`src/rtl/mul_seq_pkg.sv`:
```
// mul_seq_pkg
// Shared definitions for controllers that drive the 8-bit function unit.
//   FS_*          : function-select encodings understood by the function unit
//   state_t       : sequencer state encoding
//   WIDTH_DEFAULT : default operand width of the multiply sequencer
package mul_seq_pkg;

    localparam int WIDTH_DEFAULT = 8;

    // Function-select encodings. Every block that drives fu_fs takes its
    // codes from here, so the encoding lives in one place.
    localparam logic [3:0] FS_TRA = 4'b0000;
    localparam logic [3:0] FS_ADD = 4'b0010;
    localparam logic [3:0] FS_SHR = 4'b1101;

    typedef enum logic [1:0] {
        ST_IDLE  = 2'd0,
        ST_ADD   = 2'd1,
        ST_SHIFT = 2'd2,
        ST_DONE  = 2'd3
    } state_t;

endpackage

```
`src/rtl/fu_mul_seq.sv`:
```
// fu_mul_seq
// Multi-cycle unsigned shift-add multiplier. Every addition is done by the
// shared, external function unit. The right shift is done locally in the
// {c_r, acc, q} register chain.
//
// Ports
//   clk, rst       : clock, synchronous active-high reset
//   in_valid/ready : operand handshake (in_a multiplicand, in_b multiplier)
//   out_valid/ready: product handshake (out_p product, out_z product == 0)
//   fu_fs/a/b      : function-select and operands sent to the function unit
//   fu_f/c         : function unit result and carry-out
//
// Configuration
//   MUL_SEQ_SKIP_EN : when defined, iterations whose multiplier bit is 0
//                     skip the ADD cycle. The product does not change.
module fu_mul_seq
    import mul_seq_pkg::*;
#(
    parameter int WIDTH = WIDTH_DEFAULT
) (
    input  logic               clk,
    input  logic               rst,
    input  logic               in_valid,
    output logic               in_ready,
    input  logic [WIDTH-1:0]   in_a,
    input  logic [WIDTH-1:0]   in_b,
    output logic               out_valid,
    input  logic               out_ready,
    output logic [2*WIDTH-1:0] out_p,
    output logic               out_z,
    output logic [3:0]         fu_fs,
    output logic [WIDTH-1:0]   fu_a,
    output logic [WIDTH-1:0]   fu_b,
    input  logic [WIDTH-1:0]   fu_f,
    input  logic               fu_c
);

    localparam int CW = $clog2(WIDTH);
    localparam logic [CW-1:0] LAST = CW'(WIDTH - 1);

    state_t           state;
    logic [WIDTH-1:0] m;
    logic [WIDTH-1:0] acc;
    logic [WIDTH-1:0] q;
    logic             c_r;
    logic [CW-1:0]    cnt;

    // Function unit drive. It is combinational and is only sampled in ADD.
    // In all other states it sees a harmless transfer of acc.
    always_comb begin
        fu_fs = FS_TRA;
        fu_a  = acc;
        fu_b  = '0;
        if (state == ST_ADD) begin
            fu_fs = FS_ADD;
            fu_b  = q[0] ? m : '0;
        end
    end

    // The product is only exposed in DONE, so out_p/out_z read as 0/1
    // everywhere else, including right after reset.
    always_comb begin
        in_ready  = (state == ST_IDLE);
        out_valid = (state == ST_DONE);
        out_p     = (state == ST_DONE) ? {acc, q} : '0;
        out_z     = (out_p == '0);
    end

    // Sequencer. One iteration is ADD then SHIFT. The carry from ADD is held
    // in c_r and shifted into acc MSB. acc LSB moves into q MSB, so the low
    // half of the product builds up in q as the multiplier bits shift out.
    always_ff @(posedge clk) begin
        if (rst) begin
            state <= ST_IDLE;
            m     <= '0;
            acc   <= '0;
            q     <= '0;
            c_r   <= 1'b0;
            cnt   <= '0;
        end else begin
            case (state)
                ST_IDLE: begin
                    if (in_valid) begin
                        m   <= in_a;
                        q   <= in_b;
                        acc <= '0;
                        c_r <= 1'b0;
                        cnt <= '0;
`ifdef MUL_SEQ_SKIP_EN
                        state <= in_b[0] ? ST_ADD : ST_SHIFT;
`else
                        state <= ST_ADD;
`endif
                    end
                end
                ST_ADD: begin
                    acc   <= fu_f;
                    c_r   <= fu_c;
                    state <= ST_SHIFT;
                end
                ST_SHIFT: begin
                    {c_r, acc, q} <= {1'b0, c_r, acc, q[WIDTH-1:1]};
                    cnt           <= cnt + 1'b1;
                    if (cnt == LAST) begin
                        state <= ST_DONE;
                    end else begin
`ifdef MUL_SEQ_SKIP_EN
                        // q[1] becomes q[0] after this shift. A zero bit
                        // needs no addition, so go straight to another shift.
                        state <= q[1] ? ST_ADD : ST_SHIFT;
`else
                        state <= ST_ADD;
`endif
                    end
                end
                ST_DONE: begin
                    if (out_ready) begin
                        state <= ST_IDLE;
                    end
                end
                default: state <= ST_IDLE;
            endcase
        end
    end

endmodule

```
`config.mk`:
```
export PLATFORM = sky130hd
export DESIGN_NAME = fu_mul_seq
export DESIGN_NICKNAME = d
export VERILOG_FILES = /design/src/rtl/mul_seq_pkg.sv /design/src/rtl/fu_mul_seq.sv
export SDC_FILE = /design/constraint.sdc
export NUM_CORES = 1
export LEC_CHECK = 0
export CORE_ASPECT_RATIO = 1.1
export CORE_UTILIZATION = 46
export DETAILED_ROUTE_END_ITERATION = 8
export GPL_TIMING_DRIVEN = 0
export PLACE_DENSITY = 0.95
export SLEW_MARGIN = 15
export SYNTH_ARGS = -nofsm -noshare
export SYNTH_HDL_FRONTEND = slang
export SYNTH_SLANG_ARGS = --single-unit
export TNS_END_PERCENT = 1
```
`constraint.sdc`:
```
create_clock -name clk -period 3.7 [get_ports clk]
set_input_delay 1.11 -clock clk [delete_from_list [all_inputs] [get_ports clk]]
set_output_delay 1.11 -clock clk [all_outputs]
set_load 0.01 [all_outputs]
```
[Yosys cells after proc, flatten, opt, wreduce, memory -nomap -nowiden]
Index checks and enable logic that the tools add are counted.
Storage, ports and cells
  bits of input ports: 29
  logic and storage cells: 37
  bits in registers: 30
  output and inout bits: 39
Cells by class
  multiplexer cells: 16
  eq/ne operators: 6
  add/subtract/negate cells: 1
  reduce and logical (&&, ||, !) cells: 8
Operator list (count)
  2-to-1 mux 8 bit: 4
  case mux 8 bit (3 select lines): 1
  logical NOT 16 bit: 1
  2-to-1 mux 16 bit: 1
  case mux 8 bit (2 select lines): 1
  2-to-1 mux 2 bit: 4
  case mux 2 bit (4 select lines): 1
  AND reduction 2 bit: 4
  case mux 3 bit (2 select lines): 1
  equality test 2 bit, second input constant: 2
  adder 3 x 1 -> 3 bit, second input constant: 1
  equality test 3 bit, second input constant: 1
  2-to-1 mux 3 bit: 1
  case mux 1 bit (3 select lines): 1
  nonzero test 3 bit: 1
  equality test 2 x 1 -> 1 bit, second input constant: 1
  logical NOT 2 bit: 1
  != test 2 x 1 -> 1 bit, second input constant: 1
  != test 2 bit, second input constant: 1
  nonzero test 2 bit: 1
  2-to-1 mux 1 bit: 1

[Depth between registers and ports, before layout]
Gate-level depths: netlist of run 1.
  depth after elaboration: 3
  depth in mapped cells: 7
  gate-level depth less buffers: 5

[Worst setup path after synthesis of run 1]
No wires, ideal clock.
  path kind: register -> output
  from: register state[1]
  to: output port fu_b[0]
  slack: 1.331 ns
  data arrival time: 1.259 ns
  cell stages (with the launch flop): 6
  data required time: 2.590 ns
  path buffers: 2
  cell sequence: dfxtp_1 -> inv_1 -> ha_1 -> clkbuf_1 -> buf_2 -> and3_1
Between the ends
  word-level cells in the longest chain between the ends: 2
Ends and longest elaborated chain
  from (decl): RTL line fu_mul_seq.sv:41  | state_t state;
  from (signal assigned): RTL line fu_mul_seq.sv:74  | state <= ST_IDLE;
  from (signal assigned): RTL line fu_mul_seq.sv:92  | state <= ST_ADD;
  from (signal assigned): RTL line fu_mul_seq.sv:99  | state <= ST_SHIFT;
  equality test 2 x 1 -> 1 bit: RTL line fu_mul_seq.sv:54  | if (state == ST_ADD) begin
  2-to-1 mux 8 bit: RTL line fu_mul_seq.sv:54
  to (decl): RTL line fu_mul_seq.sv:33  | output logic [WIDTH-1:0] fu_b,
Every way passes these cells.

[Final worst setup path of run 1]
  from: register state[1]
  to: output port fu_b[6]
The elaborated chain is that of the path after synthesis.

==> run_results.csv, run 1 <==
group,metric,value,unit
outcome,outcome,"finished, final reports clean",
synthesis,synth_cell_type_count,31,
clock_network,htreeDepth,2,
synthesis,yosys.area.top_type,"dfxtp_1",
synthesis,ys_ff_latch,30,
synthesis,synth.top_cells.by_count,"dfxtp_1 (30), and2_1 (16), a21oi_1 (12)",
timing,setup_viol,0,
clock_network,cts_tree,"done",
die,rows,22,
clock_network,cts_resized,0,
critical_path,required,2.59,ns
synthesis,syn_inst,175,
die,initial_core_util,48.38,%
synthesis,ys_async_sr_fraction,0,%
detailed_routing,via_count,1547,
global_routing,antenna_found_initial,0,
synthesis,yosys.area.top_type_share,37.27,%
pwr,p_leak,0.9055,nW
timing,hold_viol,0,
die,die_y,64.08,um
detailed_routing,drtPass1Iterations,4,
place,place_inst,288,
timing,rsz0062_at_grt,"no",
synthesis,syn_area,1612,um2
place,gp_congestion,0.7950,
synthesis,ys_warn_count,0,
clock_network,clockBufferDepth,2,
clock_network,clk_pin_slew,0.09,ns
final_layout,final_core_util,71.71,%
timing,finalSetupTns,0,ns
detailed_routing,wl_per_cell,13.75,um
timing,final_max_slew_viol_count,0,
place,place_ws,0.6766,ns
global_routing,grt_first_pass_wirelength,6796,um
final_layout,drive_gt1_share,12.50,%
critical_path,setup.worst_path.end_class,"output port",
detailed_routing,viasPerCell,5.226,
job,drv_cap,0,
global_routing,grt-ovfl-total,0,
detailed_routing,drc_errors,0,
timing,fin_crit_sh,92.54,%
clock_network,cts_made_buffers,5,
synthesis,yosysMostFrequentCell,"dfxtp_1",
critical_path,worst_ep_arrival_time,2.31,ns
die,die_x,58.44,um
clock_network,post_cts_buffers,0,
timing,fmax,292.1,MHz
hold_path,hold_path.class,"register to register",
final_layout,fill_cells,257,
detailed_routing,postRouteAntennaNets,0,
global_routing,grt_max_degree,11,
synthesis,syn_area_per_cell,9.209,um2
critical_path,path_class,"register to output port",
global_routing,grt_pass1_vias,1485,
clock_network,cts.sinks,30,
detailed_routing,drt_iter0_drc,60,
detailed_routing,wl,4070,um
pwr,powerDensity,487.0,nW/um2
place,portBuffers,63,
final_layout,fin_nets,283,
die,core_area,3331,um2
timing,fin_skew,0.003534,ns
final_layout,n_antenna_cell,0,
die,die_area,3744,um2
clock_network,hold_buffers,0,
clock_network,cts_root_buf,"clkbuf_4",
critical_path,critPathLaunchType,"register",
synthesis,ys_seq_area_share,37.27,%
global_routing,grt_use_total,23.72,%
clock_network,insertion_delay,0.32,ns
synthesis,synthTopCellsByArea,"dfxtp_1 (37%), a211oi_2 (6.2%), and2_1 (6.2%)",
synthesis,ys.flop_type,"dfxtp_1",
critical_path,critPathMaxFanout,10,
place,dp_hpwl,3039,um
die,ios,68,
timing,fin_ws,0.2762,ns
pwr,peakVddDrop,326.0,uV
final_layout,stdcell_count,296,
timing,fin_crit,3.424,ns
synthesis,synth-edff-count,0,
pwr,total_power,1.163,mW
final_layout,synthToLayoutAreaGrowth,48.21,%
path summary, 6_finish.rpt:
kind | startpoint | cells past startpoint | slack, ns | end
max reg2reg | state[0]$_SDFFE_PP0P_ | 6 | 1.97 | fu_a[1]$_SDFFE_PP0P_
min reg2reg | m[1]$_SDFFE_PP0P_ | 2 | 0.46 | m[1]$_SDFFE_PP0P_
min | m[1]$_SDFFE_PP0P_ | 2 | 0.46 | m[1]$_SDFFE_PP0P_
max | state[1]$_SDFFE_PP0P_ | 6 | 0.28 | fu_b[6]
power by group:
group / switching [mW] / internal (mW)
registers: 0.0543 / 0.379
clock network: 0.111 / 0.130
logic: 0.269 / 0.220
stage by stage:
step / hold WS (ns) / cell area, um2
floorplan: 0.4319 / 1619
global placement: 0.4370 / 2310
detailed placement: 0.4438 / 2310
CTS: 0.4572 / 2389
global route: 0.4797 / 2389
finish: 0.4551 / 2389
registers in the layout (all words and copies together), names as in the netlist:
name and cells:
state 2, m 8, q 8, fu_a 8, c_r 1, cnt 3
worst max-delay path, stage by stage (launching register included):
cell	delay, ns
dfxtp_1	0.37
inv_1	0.11
ha_1	0.19
clkbuf_1	0.31
buf_2	0.28
and3_1	0.20
clkdlybuf4s50_1	0.54
routing by layer:
layer | global-route usage [%] | vias to the layer above | part of all wire, %
met5 | 0 | - | 0
met4 | 8.333 | 0 | 1.4
met3 | 4.858 | 8 | 5.1
met2 | 40.66 | 54 | 51
met1 | 29.02 | 714 | 42
li1 | - | 771 | -
cells by family (layout without fill, tap and decap cells):
| logic type | Yosys count | in the layout | share of synthesized area [%] |
|---|---|---|---|
| other cells | 1 | 3 | 0.2327 |
| buf+inv | 20 | 91 | 6.677 |
| compound gates | 43 | 43 | 22.13 |
| mux | 10 | 10 | 6.522 |
| fa+ha+maj | 7 | 7 | 5.435 |
| simple gates | 64 | 64 | 21.74 |
| flops | 30 | 30 | 37.27 |
layout by cell type (no fill, tap or decap), drive strengths merged:
cell type,instances
a211oi,9
a21bo,1
a21oi,13
a22oi,8
a311oi,1
a31oi,1
a32oi,2
and2,16
and3,8
buf,10
clkbuf,15
clkdlybuf4s50,63
conb,3
dfxtp,30
ha,7
inv,3
mux2,1
mux2i,9
nand2,11
nand2b,2
nand3,8
nand3b,1
nand4,2
nand4b,1
nor2,11
nor4,4
o2bb2ai,8
final cells by class:
class	count	area [um2]	area share [%]
tap	48	60.06	2.514
sequential	30	600.6	25.14
multi-input combinational	127	910.9	38.14
inverter	3	11.26	0.4715
buffer	17	96.34	4.034
timing repair buffer	63	630.6	26.40
clock buffer	8	78.83	3.300
(Power assumes the default switching activity.)
==> run 2: changes to the inputs <==
HOLD_SLACK_MARGIN = 0.06   (was unset)
==> results of run 2 <==
Final layout, timing and power as in run 1 (identical DEF).
